## src/rtl/mem_burst_arbiter.sv

```systemverilog
// mem_burst_arbiter: shares the single mem_ctrl burst interface between two
// clients. Round-robin between channels, write beats read within a channel,
// and each grant is held for exactly one burst followed by one GAP cycle.
module mem_burst_arbiter #(
  parameter int DATA_WIDTH = 64,
  parameter int ADDR_WIDTH = 24,
  parameter int LEN_WIDTH  = 10
) (
  input  logic                  phy_clk,
  input  logic                  rst_n,
  input  logic                  init_calib_complete,
  // channel 0 client side
  input  logic                  ch0_wr_burst_req,
  input  logic                  ch0_rd_burst_req,
  input  logic [LEN_WIDTH-1:0]  ch0_wr_burst_len,
  input  logic [LEN_WIDTH-1:0]  ch0_rd_burst_len,
  input  logic [ADDR_WIDTH-1:0] ch0_wr_burst_addr,
  input  logic [ADDR_WIDTH-1:0] ch0_rd_burst_addr,
  input  logic [DATA_WIDTH-1:0] ch0_wr_burst_data,
  output logic                  ch0_wr_burst_data_req,
  output logic                  ch0_rd_burst_data_valid,
  output logic [DATA_WIDTH-1:0] ch0_rd_burst_data,
  output logic                  ch0_wr_burst_finish,
  output logic                  ch0_rd_burst_finish,
  // channel 1 client side
  input  logic                  ch1_wr_burst_req,
  input  logic                  ch1_rd_burst_req,
  input  logic [LEN_WIDTH-1:0]  ch1_wr_burst_len,
  input  logic [LEN_WIDTH-1:0]  ch1_rd_burst_len,
  input  logic [ADDR_WIDTH-1:0] ch1_wr_burst_addr,
  input  logic [ADDR_WIDTH-1:0] ch1_rd_burst_addr,
  input  logic [DATA_WIDTH-1:0] ch1_wr_burst_data,
  output logic                  ch1_wr_burst_data_req,
  output logic                  ch1_rd_burst_data_valid,
  output logic [DATA_WIDTH-1:0] ch1_rd_burst_data,
  output logic                  ch1_wr_burst_finish,
  output logic                  ch1_rd_burst_finish,
  // mem_ctrl side
  output logic                  wr_burst_req,
  output logic                  rd_burst_req,
  output logic [LEN_WIDTH-1:0]  wr_burst_len,
  output logic [LEN_WIDTH-1:0]  rd_burst_len,
  output logic [ADDR_WIDTH-1:0] wr_burst_addr,
  output logic [ADDR_WIDTH-1:0] rd_burst_addr,
  output logic [DATA_WIDTH-1:0] wr_burst_data,
  input  logic                  wr_burst_data_req,
  input  logic                  wr_burst_finish,
  input  logic                  rd_burst_data_valid,
  input  logic                  rd_burst_finish,
  input  logic [DATA_WIDTH-1:0] rd_burst_data,
  // status
  output logic                  busy,
  output logic                  owner
);

  localparam logic [1:0] IDLE = 2'd0;
  localparam logic [1:0] WR   = 2'd1;
  localparam logic [1:0] RD   = 2'd2;
  localparam logic [1:0] GAP  = 2'd3;

  logic [1:0] state;
  logic       last_owner;
  logic       ch0_cand;
  logic       ch1_cand;
  logic       grant_any;
  logic       grant_ch;
  logic       grant_wr;
  logic       in_wr;
  logic       in_rd;

  // On contention the channel that did not go last wins; a lone requester
  // always wins. Inside the winning channel a write outranks a read.
  assign ch0_cand  = ch0_wr_burst_req | ch0_rd_burst_req;
  assign ch1_cand  = ch1_wr_burst_req | ch1_rd_burst_req;
  assign grant_any = init_calib_complete & (ch0_cand | ch1_cand);
  assign grant_ch  = (ch0_cand & ch1_cand) ? ~last_owner : ch1_cand;
  assign grant_wr  = grant_ch ? ch1_wr_burst_req : ch0_wr_burst_req;

  // Grant FSM: latch owner and the winner's address/length, hold the
  // registered downstream request until the matching finish, then idle one GAP.
  always_ff @(posedge phy_clk or negedge rst_n) begin
    if (!rst_n) begin
      state         <= IDLE;
      last_owner    <= 1'b1;
      owner         <= 1'b0;
      wr_burst_req  <= 1'b0;
      rd_burst_req  <= 1'b0;
      wr_burst_addr <= '0;
      wr_burst_len  <= '0;
      rd_burst_addr <= '0;
      rd_burst_len  <= '0;
    end else begin
      case (state)
        IDLE: begin
          if (grant_any) begin
            owner      <= grant_ch;
            last_owner <= grant_ch;
            if (grant_wr) begin
              wr_burst_req  <= 1'b1;
              wr_burst_addr <= grant_ch ? ch1_wr_burst_addr : ch0_wr_burst_addr;
              wr_burst_len  <= grant_ch ? ch1_wr_burst_len : ch0_wr_burst_len;
              state         <= WR;
            end else begin
              rd_burst_req  <= 1'b1;
              rd_burst_addr <= grant_ch ? ch1_rd_burst_addr : ch0_rd_burst_addr;
              rd_burst_len  <= grant_ch ? ch1_rd_burst_len : ch0_rd_burst_len;
              state         <= RD;
            end
          end
        end
        WR: begin
          if (wr_burst_finish) begin
            wr_burst_req <= 1'b0;
            state        <= GAP;
          end
        end
        RD: begin
          if (rd_burst_finish) begin
            rd_burst_req <= 1'b0;
            state        <= GAP;
          end
        end
        default: state <= IDLE;
      endcase
    end
  end

  // Handshakes are routed combinationally to the owner only and only in the
  // matching direction; write data is zeroed outside a write so reset clears it.
  assign in_wr = (state == WR);
  assign in_rd = (state == RD);
  assign busy  = in_wr | in_rd;

  assign wr_burst_data           = in_wr ? (owner ? ch1_wr_burst_data : ch0_wr_burst_data) : '0;
  assign ch0_wr_burst_data_req   = in_wr & ~owner & wr_burst_data_req;
  assign ch1_wr_burst_data_req   = in_wr &  owner & wr_burst_data_req;
  assign ch0_wr_burst_finish     = in_wr & ~owner & wr_burst_finish;
  assign ch1_wr_burst_finish     = in_wr &  owner & wr_burst_finish;
  assign ch0_rd_burst_data_valid = in_rd & ~owner & rd_burst_data_valid;
  assign ch1_rd_burst_data_valid = in_rd &  owner & rd_burst_data_valid;
  assign ch0_rd_burst_finish     = in_rd & ~owner & rd_burst_finish;
  assign ch1_rd_burst_finish     = in_rd &  owner & rd_burst_finish;
  assign ch0_rd_burst_data       = rd_burst_data;
  assign ch1_rd_burst_data       = rd_burst_data;

endmodule

```

## config.mk

```make
export PLATFORM = sky130hd
export DESIGN_NAME = mem_burst_arbiter
export DESIGN_NICKNAME = d
export VERILOG_FILES = /design/src/rtl/mem_burst_arbiter.sv
export SDC_FILE = /design/constraint.sdc
export NUM_CORES = 1
export LEC_CHECK = 0
export ABC_AREA = 1
export CAP_MARGIN = 20
export CORE_AREA = 5 5 235 237
export DETAILED_ROUTE_END_ITERATION = 12
export DIE_AREA = 0 0 240 242
export GPL_ROUTABILITY_DRIVEN = 0
export HOLD_SLACK_MARGIN = 0.03
export RECOVER_POWER = 100
export SYNTH_ARGS = -nofsm -noshare
export SYNTH_HDL_FRONTEND = slang
export SYNTH_SLANG_ARGS = --single-unit
```

## constraint.sdc

```tcl
create_clock -name phy_clk -period 1.85 [get_ports phy_clk]
set_input_delay 0.37 -clock phy_clk [delete_from_list [all_inputs] [get_ports phy_clk]]
set_output_delay 0.37 -clock phy_clk [all_outputs]
set_load 0.02 [all_outputs]
```

==> summary.txt, run 1 <==
Worst setup path
  – Worst path bufs/invs: 5
  – Worst Path Max Fanout: 10
  – R2R Path Start: state[0]
  – CP delay by family, top: buffers and inverters
  – Endpoint class of the critical path: output port
  – Crit path cell chain: ha_4 > inv_8 > buf_12 > buf_16 > a21oi_2 > buf_4 > buf_12
  – Slowest CP cell: dfrtp_2
  – Critical Path Start Type: flop
  – CP most frequent cell: buf_12
  – R2R cell count: 8
  – CP Class: reg2out
  – Crit-path max cell delay: 0.44 ns
  – Worst r2r dst: wr_burst_addr[6]
  – Critical path depth: 7
  – Req. time, crit path: about 1.5 ns
  – R2R setup slack: -0.05 ns
  – CP arrival: between 1.5 and 2 ns

Layout
  – Fin util: 23.4%
  – Final net count: about 1.6k
  – Finished Cell Area: 12400 µm²
  – Layout cell share with drive strength beyond 1: 21.8%
  – Area grow syn2layout: 105%

Synthesis
  – Post-synth top area share: 30.2%
  – Synthesized area: between 6000 and 7000 µm²
  – Yosys reg bits: 74
  – Cell taking the most area after synthesis: dfrtp_1
  – Mapped Cells: 948
  – Synth Net Count: about 1.3k
  – Syn_area_per_cell: ~6.4 µm²
  – Yosys cell types: 20
  – Sequential area share after synthesis: 30.6%
  – Synthesis Warnings: 0
  – Dominant cells by area after synthesis: dfrtp_1 30%, nand2_1 27%, buf_4 16%

Clocking
  – Skew-Pair Late Insertion Delay: 0.35 ns
  – Num Clock Sinks: 74
  – Num CTS Buffers: 9
  – Number of H-tree levels: 3
  – CTS tree: done
  – Root buffer cell: clkbuf_16
  – Clock transition at path regs: 0.06 ns
  – Max clock buf depth: 2

STA
  – Hold Fails Final Rpt: 0
  – Rel. slew slack: 42.4%
  – Final Max Slew Viols: 0
  – Final setup skew: 0.0107 ns
  – Worst Max-Slew Pin Slew: 0.865 ns
  – RSZ-0062 raised after global routing: yes
  – Final setup margin: -0.262 ns
  – Period utilisation layout: 114%
  – Final setup viols: 107
  – WHS: 0.473 ns
  – Final Critical Period: 2.11 ns
  – Max Fclk: 0.474 GHz

Floorplan
  – Boundary Pins: 611
  – Starting Density: a little under an eighth
  – Die H: 242 µm
  – Core area: 53100 µm²
  – Die ar.: between 50000 and 60000 µm²
  – # rows: 85
  – Die Wd: 240 µm

Power
  – Sw Ratio: roughly 48%
  – Combinational Power Share: 74.4%
  – Power density over cell area: 1460 nW/µm²
  – Pwr Total: 18100 µW
  – Worst vdd ir: ~510 µV
  – Psw: 8600 µW
  – Clk pwr share: 9.6%
  – Sequential share of power: 16.0%
  – Pint: 9480 µW
  – P_leak: about 0.0054 µW

Place
  – Pre-CTS setup slack: -0.374 ns
  – Final HPWL DP: 33500 µm
  – Post-DP Area: 11100 µm²
  – Port buffer count: 418

Run status
  – Outcome: complete, but fails checks
  – Violated checks: negative setup slack

Routing
  – Final wirelength: 41100 µm
  – DRC Markers: 0
  – DR WL/cell: 20.8 µm
  – Routed Antenna Nets: 0
  – First-pass DRT Iterations: 4
  – DRT iter0 DRCs: 313
  – Total number of vias: 7663
  – Avg Vias per Cell: 3.88

Global routing
  – First-pass GRT wire length: 57800 µm
  – Gr usage total: 13.5%
  – Overflow after GRT: 0
  – Initial antenna violation count: 4
  – Number of global-route vias before repair: 8194
  – Pin count of the biggest net entering global routing: 55

Min path
  – Worst hold path class: reg2reg
  – Hold Path Sink: wr_burst_addr[16]
  – HP Start: wr_burst_addr[16]
  – Hold depth: 2

Run
  – Max Cap Viol: 0
## worst reg2reg max path, cell delays in order, from the launching register on
cell	delay [ns]
dfrtp_2	0.44
buf_6	0.13
inv_1	0.11
clkbuf_4	0.15
ha_2	0.39
nand3_1	0.20
buf_12	0.21
nand2_1	0.12
nand2_1	0.05
## registers in the layout (all words and copies together) (netlist names), 2 cells and up
register,flops
wr_burst_addr,24
rd_burst_len,10
rd_burst_addr,24
wr_burst_len,10
state,2
## logic make-up after synthesis
family          Yosys count  share of synthesized area, %
buf+inv                 213                          21.5
simple gates            588                          41.2
compound gates           69                          5.89
flops                    74                          30.6
fa+ha+maj                 4                         0.826
## metrics by stage
stage | instances | setup TNS, ns
6_report | 1974 | -12.09
5_1_grt | 1972 | -22.32
4_1_cts | 1967 | -13.82
3_5_place_dp | 1935 | -19.36
3_3_place_gp | 1935 | -18.29
2_1_floorplan | 948 | -0.174
## area by class of cell
cell class,instances,area [µm²]
inverter,14,72.6
clock buffer,10,229
multi-input combinational,661,3600
timing repair buffer,513,5740
clock inverter,4,45.0
antenna,2,5.00
fill,5753,40600
sequential,74,1860
tap,696,871
## power groups by stage
stage                     clock [µW]  combinational, µW  sequential (µW)
after global routing            1890              14300             3010
after CTS                       1850              13500             2920
after global placement             0              11700             2890
after detailed placement           0              11700             2900
after floorplan                    0               4540             3730
final                           1730              13400             2900
## layout by cell type (no fill, tap or decap), types with 4 or more instances in the layout
cell             Yosys  layout
nand3_1             72      73
nand2_2              3       8
a21oi_2              0      20
nand2_1            428     418
nor2_4               0       4
dfrtp_1             73      71
dlygate4sd3_1        0      31
buf_16               0       5
nand4_1             68      68
buf_12               0      63
clkdlybuf4s50_1      0     311
buf_6                0      35
nand2_4              0       4
buf_4              128      59
clkbuf_16            0       9
a21oi_4              0      42
inv_1               11       8
nor2_1              10       6
## synthesized netlist by cell type
cell type	count
nand2_1	428
buf_4	128
dfrtp_1	73
nand3_1	72
nand4_1	68
a21oi_1	65
clkbuf_1	37
buf_1	17
buf_2	17
inv_1	11
nor2_1	10
ha_1	4
nor3_1	4
inv_2	3
nand2_2	3
o21ai_0	3
nand3_2	2
dfstp_2	1
nand3b_1	1
o21ai_4	1
## routing by layer
layer / global-route usage (%) / part of all wire (%) / vias to the layer above
met5: 0 / 0.058 / -
met4: 3.39 / 2.5 / 4
met3: 5.49 / 11 / 55
met2: 25.5 / 53 / 486
met1: 13.7 / 34 / 3527
li1: - / - / 3591
## how the worst max path moves through the flow
| stage | start | end | slack [ns] |
|---|---|---|---|
| floorplan | owner | ch1_rd_burst_data_valid | -0.09 |
| global placement | state[1] | wr_burst_data[44] | -0.35 |
| detailed placement | state[1] | wr_burst_data[44] | -0.37 |
| finish | state[0] | wr_burst_data[7] | -0.26 |
| global route | state[1] | wr_burst_data[52] | -0.33 |
| CTS | state[1] | wr_burst_data[7] | -0.29 |
## timing repair
item                       4_1_cts  5_1_grt
pin swaps                       11       15
gates resized for setup        209       47
gates cloned                     5        0
hold buffers                     1        0
setup endpoints to repair       74       74
setup buffers                   16        8
hold endpoints to repair        23        0
No activity file was read; power rests on OpenSTA's default activity.
==> run 2, diff against run 1 <==
--- a/config.mk
+++ b/config.mk
@@ -6,7 +6,6 @@
 export NUM_CORES = 1
 export LEC_CHECK = 0
 export ABC_AREA = 1
-export CAP_MARGIN = 20
 export CORE_AREA = 5 5 235 237
 export DETAILED_ROUTE_END_ITERATION = 12
 export DIE_AREA = 0 0 240 242
==> results of run 2 <==
The final DEF is identical to that of run 1; final timing and power are the same.
==> run 3, diff against run 2 <==
--- a/config.mk
+++ b/config.mk
@@ -6,11 +6,15 @@
 export NUM_CORES = 1
 export LEC_CHECK = 0
 export ABC_AREA = 1
-export CORE_AREA = 5 5 235 237
+export CELL_PAD_IN_SITES_DETAIL_PLACEMENT = 1
+export CELL_PAD_IN_SITES_GLOBAL_PLACEMENT = 1
+export CORE_AREA = 5 5 232 234
+export CTS_CLUSTER_SIZE = 28
 export DETAILED_ROUTE_END_ITERATION = 12
-export DIE_AREA = 0 0 240 242
+export DIE_AREA = 0 0 237 239
 export GPL_ROUTABILITY_DRIVEN = 0
 export HOLD_SLACK_MARGIN = 0.03
+export PLACE_DENSITY_LB_ADDON = 0.1
 export RECOVER_POWER = 100
 export SYNTH_ARGS = -nofsm -noshare
 export SYNTH_HDL_FRONTEND = slang
==> run 3 against run 2 <==
The flow still finishes with violations (negative setup slack). Worst hold slack better by 0.0014 ns. Critical path type unchanged. Combinational power is 4% higher. Wire length up 3.3%.
==> summary.txt, run 3 (synthesis results as in run 1) <==
Run
  – Max Cap Viol: 0

STA
  – Final Max Slew Viols: 0
  – Period utilisation layout: 113%
  – RSZ-0062 raised after global routing: yes
  – Final Critical Period: between 2 and 2.5 ns
  – Rel. slew slack: 17.5%
  – Worst Max-Slew Pin Slew: roughly 1.2 ns
  – Final setup viols: 72
  – Max Fclk: between 0.4 and 0.5 GHz
  – Hold Fails Final Rpt: 0
  – Final setup margin: -0.233 ns
  – Final setup skew: 0.00483 ns

Worst setup path
  – Worst Setup SP: owner
  – Critical Path Start Type: flop
  – CP arrival: around 1.7 ns
  – Endpoint class of the critical path: output port
  – CP Class: reg2out
  – R2R cell count: 8
  – R2R Path Start: state[0]
  – Worst Path Max Fanout: 8
  – Req. time, crit path: 1.48 ns

Floorplan
  – Boundary Pins: between 600 and 700
  – Core area: 51800 µm²
  – # rows: 84
  – Die ar.: 56600 µm²
  – Die Wd: roughly 240 µm
  – Die H: between 200 and 250 µm
  – Starting Density: 11.7%

Global routing
  – Gr usage total: 14.2%
  – First-pass GRT wire length: 60000 µm
  – Overflow after GRT: 0
  – Pin count of the biggest net entering global routing: 47
  – Number of global-route vias before repair: about 8.5k
  – Initial antenna violation count: 6

Layout
  – Sequential cell area: ~1900 µm²
  – Multi-input combinational cell area: 3880 µm²
  – Layout cell share with drive strength beyond 1: 26.3%
  – Commonest non-fill, non-tap cell in the layout: nand2_1
  – Fin cells: approximately 2.0k
  – Final net count: 1634
  – Commonest cells after routing, fill and taps aside: 377 x nand2_1, 324 x clkdlybuf4s50_1, 80 x buf_6
  – Fillers: between 6k and 7k
  – Area grow syn2layout: 110%
  – Finished Cell Area: 12700 µm²
  – Largest registers: rd_burst_addr: 24 flops, wr_burst_addr: 24 flops

Routing
  – Final wirelength: 42400 µm
  – DRC Markers: 0
  – Total number of vias: 7626
  – First-pass DRT Iterations: 4
  – Avg Vias per Cell: roughly 3.8
  – Routed Antenna Nets: 0
  – DR WL/cell: around 21 µm
  – DRT iter0 DRCs: 239

Min path
  – HP Start: rd_burst_req
  – Worst hold path class: reg2reg
  – Hold depth: 2

Clocking
  – Skew-Pair Late Insertion Delay: 0.36 ns
  – CTS tree: done
  – Number of H-tree levels: 3
  – Num CTS Buffers: 9
  – Clock transition at path regs: 0.06 ns
  – Max clock buf depth: 2
  – Root buffer cell: clkbuf_16
  – Num Clock Sinks: 74

Place
  – Port buffer count: roughly 420
  – Placed cells: 1938
  – Final HPWL DP: 33000 µm
  – Post-DP Area: 10900 µm²

Power
  – Power density over cell area: 1470 nW/µm²
  – P_leak: 0.00560 µW
  – Worst vdd ir: 422 µV

Run status
  – Outcome: complete, but fails checks
  – Violated checks: negative setup slack
run 3: what timing repair did:
action | 4_1_cts | 5_1_grt
setup buffers | 22 | 10
cloned | 5 | 1
gates resized for setup | 437 | 93
endpoints found under the setup margin | 73 | 75
pin swaps | 30 | 37
hold endpoints to repair | 13 | 0
hold buffers | 1 | 0
run 3: path summary, 6_finish.rpt:
check	endpoint	slack, ns
max in group asynchronous	rd_burst_addr[4]	0.04
min reg2reg	rd_burst_req	0.47
max reg2reg	wr_burst_addr[2]	0.05
min in group asynchronous	wr_burst_len[5]	0.80
max	wr_burst_data[53]	-0.23
min	rd_burst_req	0.47
run 3: report_power, final:
part           total [µW]  internal (µW)  switching [µW]
sequential           2850           2410             448
clock                1990           1180             804
combinational       13900           6270            7620
total               18700           9860            8880
run 3: worst max-delay path, stage by stage, from the launching register on:
cell      delay, ns
dfrtp_2        0.44
clkinv_4       0.09
buf_8          0.14
buf_12         0.12
buf_16         0.14
nand2_4        0.05
a21oi_4        0.20
buf_12         0.15
run 3: per-layer routing:
| layer | global-route usage, % | vias to the layer above | wire length, µm |
|---|---|---|---|
| met2 | 25.3 | 313 | 21500 |
| li1 | - | 3631 | - |
| met4 | 3.76 | 6 | 658 |
| met3 | 6.11 | 44 | 3990 |
| met5 | 0 | - | 45 |
| met1 | 15.6 | 3632 | 16300 |
run 3: layout make-up:
| cell class | instances | share of cell area (%) |
|---|---|---|
| clock buffers | 11 | 1.83 |
| clock inverters | 5 | 0.620 |
| multi-input cells | 661 | 30.6 |
| inverters | 14 | 0.581 |
| well taps | 688 | 6.77 |
| flip-flops and latches | 74 | 14.6 |
| repair buffers | 531 | 45.0 |
| diodes | 3 | 0.0591 |
run 3: stage by stage:
stage / setup slack, ns / setup TNS (ns) / utilization, % / power [µW] / hold WS [ns]
floorplan: -0.0869 / -0.174 / - / 8280 / 0.0744
global placement: -0.356 / -30.95 / 21.1 / 14500 / 0.290
detailed placement: -0.355 / -28.97 / 21.1 / 14500 / 0.288
CTS: -0.327 / -14.77 / 23.8 / 18800 / 0.428
global route: -0.310 / -27.26 / 24.5 / 20000 / 0.496
finish: -0.233 / -9.22 / 24.5 / 18700 / 0.474
